**config.mk**
```make
export PLATFORM = sky130hd
export DESIGN_NAME = jtag_tdr_csr_tgt_flat
export DESIGN_NICKNAME = d
export VERILOG_FILES = /design/src/rtl/jtag_tdr_csr_tgt_if.sv /design/src/rtl/jtag_tdr_csr_tgt.sv /design/src/flat_wrapper.sv
export SDC_FILE = /design/constraint.sdc
export NUM_CORES = 1
export LEC_CHECK = 0
export BUFFER_PORTS_ARGS = -buffer_cell sky130_fd_sc_hd__buf_2
export CORE_ASPECT_RATIO = 1.1
export CORE_MARGIN = 10
export CORE_UTILIZATION = 54
export CTS_BUF_LIST = sky130_fd_sc_hd__clkbuf_8
export CTS_CLUSTER_DIAMETER = 150
export CTS_CLUSTER_SIZE = 12
export DETAILED_ROUTE_END_ITERATION = 8
export GPL_TIMING_DRIVEN = 0
export PLACE_DENSITY = 0.75
export SLEW_MARGIN = 20
export SYNTH_ARGS = -nofsm -noshare
export SYNTH_HDL_FRONTEND = slang
export SYNTH_SLANG_ARGS = --single-unit
```
**constraint.sdc**
```tcl
create_clock -name TDRCLK -period 1.4 [get_ports TDRCLK]
set_input_delay 0.21 -clock TDRCLK [delete_from_list [all_inputs] [get_ports TDRCLK]]
set_output_delay 0.21 -clock TDRCLK [all_outputs]
set_load 0.005 [all_outputs]
```
**src/rtl/jtag_tdr_csr_tgt_if.sv**
```systemverilog
// CSR request/completion bus between the JTAG TDR target (master) and the CSR block (slave).
interface jtag_tdr_csr_tgt_if;
   logic [27:0] CsrAddr;
   logic [15:0] CsrWrData;
   logic        CsrWrEn;
   logic        CsrRdEn;
   logic        CsrAck;
   logic [15:0] CsrRdData;

   modport master (
      output CsrAddr, CsrWrData, CsrWrEn, CsrRdEn,
      input  CsrAck, CsrRdData
   );

   modport slave (
      input  CsrAddr, CsrWrData, CsrWrEn, CsrRdEn,
      output CsrAck, CsrRdData
   );
endinterface

```
**src/rtl/jtag_tdr_csr_tgt.sv**
```systemverilog
// JTAG TDR to CSR bridge: a 45-bit command TDR issues one CSR access; a 16-bit TDR returns read data.
// Optional WAIT timeout enabled by defining JTAG_TDR_CSR_TIMEOUT_EN.
module jtag_tdr_csr_tgt (
   input  logic                       TDRCLK,
   input  logic                       TDRRST,
   input  logic                       WSI,
   input  logic                       DdrPhyCsrCmdTdrCaptureEn,
   input  logic                       DdrPhyCsrCmdTdrShiftEn,
   input  logic                       DdrPhyCsrCmdTdrUpdateEn,
   output logic                       DdrPhyCsrCmdTdr_Tdo,
   input  logic                       DdrPhyCsrRdDataTdrCaptureEn,
   input  logic                       DdrPhyCsrRdDataTdrShiftEn,
   input  logic                       DdrPhyCsrRdDataTdrUpdateEn,
   output logic                       DdrPhyCsrRdDataTdr_Tdo,
   jtag_tdr_csr_tgt_if.master         csr,
   output logic                       CsrTdrOverrun,
   output logic                       CsrTdrTimeout
);

   typedef enum logic [1:0] {ST_IDLE, ST_REQ, ST_WAIT} state_e;

   state_e      state_q, state_d;
   logic [44:0] cmd_sr_q, cmd_sr_d;
   logic [44:0] cmd_q, cmd_d;
   logic [15:0] hold_q, hold_d;
   logic [15:0] rsr_q, rsr_d;
   logic        overrun_q, overrun_d;
`ifdef JTAG_TDR_CSR_TIMEOUT_EN
   logic [7:0]  tmo_cnt_q, tmo_cnt_d;
   logic        timeout_q, timeout_d;
`endif

   logic busy;
   logic is_wr;

   always_ff @(posedge TDRCLK) begin
      if (TDRRST) begin
         state_q   <= ST_IDLE;
         cmd_sr_q  <= '0;
         cmd_q     <= '0;
         hold_q    <= '0;
         rsr_q     <= '0;
         overrun_q <= 1'b0;
`ifdef JTAG_TDR_CSR_TIMEOUT_EN
         tmo_cnt_q <= '0;
         timeout_q <= 1'b0;
`endif
      end else begin
         state_q   <= state_d;
         cmd_sr_q  <= cmd_sr_d;
         cmd_q     <= cmd_d;
         hold_q    <= hold_d;
         rsr_q     <= rsr_d;
         overrun_q <= overrun_d;
`ifdef JTAG_TDR_CSR_TIMEOUT_EN
         tmo_cnt_q <= tmo_cnt_d;
         timeout_q <= timeout_d;
`endif
      end
   end

   always_comb begin
      state_d   = state_q;
      cmd_sr_d  = cmd_sr_q;
      cmd_d     = cmd_q;
      hold_d    = hold_q;
      rsr_d     = rsr_q;
      overrun_d = overrun_q;
`ifdef JTAG_TDR_CSR_TIMEOUT_EN
      tmo_cnt_d = tmo_cnt_q;
      timeout_d = timeout_q;
`endif

      if (DdrPhyCsrCmdTdrCaptureEn) begin
         cmd_sr_d = cmd_q;
      end else if (DdrPhyCsrCmdTdrShiftEn) begin
         cmd_sr_d = {WSI, cmd_sr_q[44:1]};
      end

      if (DdrPhyCsrRdDataTdrCaptureEn) begin
         rsr_d = hold_q;
      end else if (DdrPhyCsrRdDataTdrShiftEn) begin
         rsr_d = {1'b0, rsr_q[15:1]};
      end

      if (DdrPhyCsrRdDataTdrUpdateEn) begin
         overrun_d = 1'b0;
`ifdef JTAG_TDR_CSR_TIMEOUT_EN
         timeout_d = 1'b0;
`endif
      end

      case (state_q)
         ST_IDLE: begin
            if (DdrPhyCsrCmdTdrUpdateEn) begin
               cmd_d   = cmd_sr_q;
               state_d = ST_REQ;
            end
         end
         ST_REQ: begin
            if (csr.CsrAck) begin
               state_d = ST_IDLE;
               if (!cmd_q[28]) hold_d = csr.CsrRdData;
            end else begin
               state_d = ST_WAIT;
`ifdef JTAG_TDR_CSR_TIMEOUT_EN
               tmo_cnt_d = '0;
`endif
            end
         end
         ST_WAIT: begin
            if (csr.CsrAck) begin
               state_d = ST_IDLE;
               if (!cmd_q[28]) hold_d = csr.CsrRdData;
            end
`ifdef JTAG_TDR_CSR_TIMEOUT_EN
            // 255th WAIT cycle without an ack abandons the access
            else if (tmo_cnt_q == 8'd254) begin
               state_d   = ST_IDLE;
               timeout_d = 1'b1;
               if (!cmd_q[28]) hold_d = 16'hDEAD;
            end else begin
               tmo_cnt_d = tmo_cnt_q + 8'd1;
            end
`endif
         end
         default: state_d = ST_IDLE;
      endcase

      // A new update while busy is dropped; the set wins over a same-edge clear
      if (DdrPhyCsrCmdTdrUpdateEn && (state_q != ST_IDLE)) begin
         overrun_d = 1'b1;
      end
   end

   assign busy  = (state_q != ST_IDLE);
   assign is_wr = cmd_q[28];

   assign csr.CsrAddr   = busy ? cmd_q[27:0] : 28'd0;
   assign csr.CsrWrData = (busy && is_wr) ? cmd_q[44:29] : 16'd0;
   assign csr.CsrWrEn   = busy && is_wr;
   assign csr.CsrRdEn   = busy && !is_wr;

   assign DdrPhyCsrCmdTdr_Tdo    = cmd_sr_q[0];
   assign DdrPhyCsrRdDataTdr_Tdo = rsr_q[0];
   assign CsrTdrOverrun          = overrun_q;
`ifdef JTAG_TDR_CSR_TIMEOUT_EN
   assign CsrTdrTimeout          = timeout_q;
`else
   assign CsrTdrTimeout          = 1'b0;
`endif

endmodule

```
**src/flat_wrapper.sv**
```systemverilog
// flat-port wrapper written by rule: the top's interface ports become plain ports
module jtag_tdr_csr_tgt_flat 
  (TDRCLK, TDRRST, WSI, DdrPhyCsrCmdTdrCaptureEn, DdrPhyCsrCmdTdrShiftEn, DdrPhyCsrCmdTdrUpdateEn, DdrPhyCsrCmdTdr_Tdo, DdrPhyCsrRdDataTdrCaptureEn, DdrPhyCsrRdDataTdrShiftEn, DdrPhyCsrRdDataTdrUpdateEn, DdrPhyCsrRdDataTdr_Tdo, CsrTdrOverrun, CsrTdrTimeout, csr_CsrAddr, csr_CsrWrData, csr_CsrWrEn, csr_CsrRdEn, csr_CsrAck, csr_CsrRdData);
  jtag_tdr_csr_tgt_if csr_i ();
  input  logic TDRCLK;
  input  logic TDRRST;
  input  logic WSI;
  input  logic DdrPhyCsrCmdTdrCaptureEn;
  input  logic DdrPhyCsrCmdTdrShiftEn;
  input  logic DdrPhyCsrCmdTdrUpdateEn;
  output logic DdrPhyCsrCmdTdr_Tdo;
  input  logic DdrPhyCsrRdDataTdrCaptureEn;
  input  logic DdrPhyCsrRdDataTdrShiftEn;
  input  logic DdrPhyCsrRdDataTdrUpdateEn;
  output logic DdrPhyCsrRdDataTdr_Tdo;
  output logic CsrTdrOverrun;
  output logic CsrTdrTimeout;
  output wire logic [$bits(csr_i.CsrAddr)-1:0] csr_CsrAddr;
  output wire logic [$bits(csr_i.CsrWrData)-1:0] csr_CsrWrData;
  output wire logic [$bits(csr_i.CsrWrEn)-1:0] csr_CsrWrEn;
  output wire logic [$bits(csr_i.CsrRdEn)-1:0] csr_CsrRdEn;
  input wire logic [$bits(csr_i.CsrAck)-1:0] csr_CsrAck;
  input wire logic [$bits(csr_i.CsrRdData)-1:0] csr_CsrRdData;
  assign csr_CsrAddr = csr_i.CsrAddr;
  assign csr_CsrWrData = csr_i.CsrWrData;
  assign csr_CsrWrEn = csr_i.CsrWrEn;
  assign csr_CsrRdEn = csr_i.CsrRdEn;
  assign csr_i.CsrAck = csr_CsrAck;
  assign csr_i.CsrRdData = csr_CsrRdData;
  jtag_tdr_csr_tgt u_core (.TDRCLK(TDRCLK), .TDRRST(TDRRST), .WSI(WSI), .DdrPhyCsrCmdTdrCaptureEn(DdrPhyCsrCmdTdrCaptureEn), .DdrPhyCsrCmdTdrShiftEn(DdrPhyCsrCmdTdrShiftEn), .DdrPhyCsrCmdTdrUpdateEn(DdrPhyCsrCmdTdrUpdateEn), .DdrPhyCsrCmdTdr_Tdo(DdrPhyCsrCmdTdr_Tdo), .DdrPhyCsrRdDataTdrCaptureEn(DdrPhyCsrRdDataTdrCaptureEn), .DdrPhyCsrRdDataTdrShiftEn(DdrPhyCsrRdDataTdrShiftEn), .DdrPhyCsrRdDataTdrUpdateEn(DdrPhyCsrRdDataTdrUpdateEn), .DdrPhyCsrRdDataTdr_Tdo(DdrPhyCsrRdDataTdr_Tdo), .csr(csr_i), .CsrTdrOverrun(CsrTdrOverrun), .CsrTdrTimeout(CsrTdrTimeout));
endmodule
```
==> flow_summary.toml <==
[die]
dieArea_sq_um = 15100
die_w_um = 118
design.core.area_sq_um = 10300
die_y_um = 128
io_pins = 76
row_count = 39
start_util = 0.550

[global_routing]
grt_max_degree = 17
grt_pass1_vias = 4671
grt_use_met1 = 0.198
use_met3 = 0.0410
grt_use_total = 0.182
grt_use_met2 = 0.321
busiest_layer = "met2"
overflow = 0
antenna_found_initial = 2
grt_first_pass_wirelength_um = 22500

[yosys]
synth_cell_types = 26
synth_seq_area_share = 0.440
syn_nets = 637
avgSynthCellArea_sq_um = 9.38
syn_inst = 607
netlist_area_sq_um = 5690
synth_warnings = 0
ys_seq_elements = 125

[clock_network]
insertion_delay_ns = 0.43
cts_root_buffer = "clkbuf_8"
htreeDepth = 4
cts_tree = "yes"
cts_buffer_depth = 2
numCtsBuffers = 17
cts_sinks = 125
clk_pin_slew_worst_paths_ns = 0.07

[final_layout]
final_nets = 747
fillCellCount = 779
final_core_util = 0.704
fin_cells = 874
areaGrowthSynthToFinish_pct = 28.0
drive_gt1_frac = 0.349

[critical_path]
r2r_cells = 8
critPathCaptureType = "output pin"
critical_path.startpoint_type = "flop"
cpLargestDelayFamily = "simple AND/OR/NAND/NOR gates"
worstSetupPathDepth = 6
slowest_delay_ns = 0.34
critPathArrivalTime_ns = 1.62
crit_type = "reg2out"
path_common_cell = "buf_6"
cp_num_buf_inv = 3
worstPathCellList = "inv_2, ha_4, and2b_4, buf_6, and2_4, buf_6"
cp_max_fo = 5
slowest_stage = "dfxtp_2"
critPathRequiredTime_ns = 1.19

[route]
ant_nets = 0
dr.pass1.iters = 4
viasPerCell = 5.24
routed_wl_um = 14100
drt_iter0_drc = 280
num_vias = 4580
wl_per_cell_um = 16.1
drcViolationCount = 0

[worst_hold_path]
hold_path_class = "in2reg"
hold_depth = 3

[timing]
rsz0062_at_grt = "true"
skew_ns = 0.00897
fmax_mhz = 546
timing.hold.ws_ns = 0.0184
worst_pin_slew_ns = 0.596
fin_crit_ns = 1.83
fin_crit_sh = 1.31
setup_viol = 60
setup_ws_ns = -0.431
max_slew_margin = 0.603
maxSlewViolCount = 0
timing_hold_violations_final = 0

[pwr]
ir_drop_uv = 791
power.leakage_nw = 3.15
power_density_nw_per_um2 = 1150

[placed_design]
dp_cells = 819
dpl.hpwl_um = 9090
place_congestion = 0.794
portBuffers = 69

[outcome]
status = "finished with violations"
violations = "setup timing"

[job]
cap_violations = 0
worst register-to-register path, delay by kind of cell, from the launching register on:
family	cells	cell delay [ns]
buf+inv	4	0.48
compound gates	1	0.12
simple gates	2	0.23
flops	1	0.33
fa+ha+maj	1	0.27
timing repair:
item                                    CTS  global route
gates cloned                              4             1
resized for setup                        64            51
hold endpoints to repair                  7             0
buffers inserted                          9             5
endpoints found under the setup margin   96            79
hold buffers                              7             0
pin swaps                                14             8
synthesized netlist by cell type (all sizes together):
cell    number  area (sq um)
nand2      127           477
dfxtp      125          2500
a21oi       62           310
mux2i       62           621
nor2        61           229
mux2        59           818
buf         29           245
nor2b       28           175
and2        19           119
clkbuf      16          61.3
inv          6          22.5
ha           4          50.1
a22oi        1          7.51
and2b        1          7.51
and3b        1          8.76
conb         1          3.75
nand3        1          5.00
nand3b       1          11.3
nor3b        1          7.51
o21ai        1          5.00
o22ai        1          6.26
placed cells by master, fill, tap and decap left out, types with 8 or more instances in the layout:
cell type  instances
a21oi_1           52
a21oi_2           10
and2_4            15
buf_2             58
buf_4             19
buf_6             30
clkbuf_1          12
clkbuf_8          24
dfxtp_1          123
inv_1              8
mux2_2            18
mux2_4            41
mux2i_1           62
nand2_1          121
nor2_1            60
nor2b_1           17
nor2b_4           11
power breakdown:
group / switching [mW] / internal [mW]
Combinational: 0.765 / 0.619
Clock: 1.34 / 1.97
Sequential: 0.0459 / 3.63
per-layer routing:
layer	vias to the layer above	wire length, um
met1	2222	5870
met4	2	463
met5	-	13
met2	109	7220
li1	2213	-
met3	34	550
cells by family (layout without fill, tap and decap cells):
| logic type | count (synthesis) | after routing | synth area share |
|---|---|---|---|
| other | 1 | 2 | 0.000659 |
| flip-flops | 125 | 125 | 0.440 |
| buffers and inverters | 51 | 174 | 0.0578 |
| AO/OA/AOI/OAI | 65 | 65 | 0.0578 |
| adder cells (fa/ha/maj) | 4 | 4 | 0.00879 |
| multiplexers | 121 | 121 | 0.253 |
| AND/OR/NAND/NOR | 240 | 240 | 0.183 |
worst paths after layout:
check,startpoint,to,slack [ns]
max,u_core.state_q[0],csr_CsrWrData[4],-0.43
min,csr_CsrRdData[8],u_core.hold_q[8],0.02
max reg2reg,u_core.state_q[1],u_core.hold_q[13],-0.12
min reg2reg,u_core.hold_q[6],u_core.hold_q[6],0.46
layout make-up:
class | instances | area (sq um) | area share
antenna | 1 | 2.50 | 0.000344
clock inverter | 10 | 120 | 0.0165
clock buffer | 22 | 303 | 0.0416
sequential | 125 | 2500 | 0.344
inverter | 6 | 22.5 | 0.00309
timing repair buffer | 94 | 707 | 0.0970
tap | 143 | 179 | 0.0246
multi-input combinational | 431 | 3070 | 0.422
buffer | 42 | 372 | 0.0510
sequential cells by signal, indices dropped and copies added, names as in the netlist:
signal	flops
u_core.rsr_q	16
u_core.cmd_sr_q	45
u_core.state_q	2
u_core.cmd_q	45
u_core.hold_q	16
u_core.CsrTdrOverrun	1
stage by stage:
step                setup TNS (ns)  setup slack (ns)  power [mW]  area, sq um
floorplan                        0            0.0122        4.36         5690
global placement            -10.60            -0.226        4.61         6220
detailed placement          -13.89            -0.261        4.63         6220
CTS                         -16.79            -0.464        8.25         7060
global route                -20.99            -0.492        8.65         7280
finish                      -17.27            -0.431        8.37         7280
No activity file was read; power rests on OpenSTA's default activity.
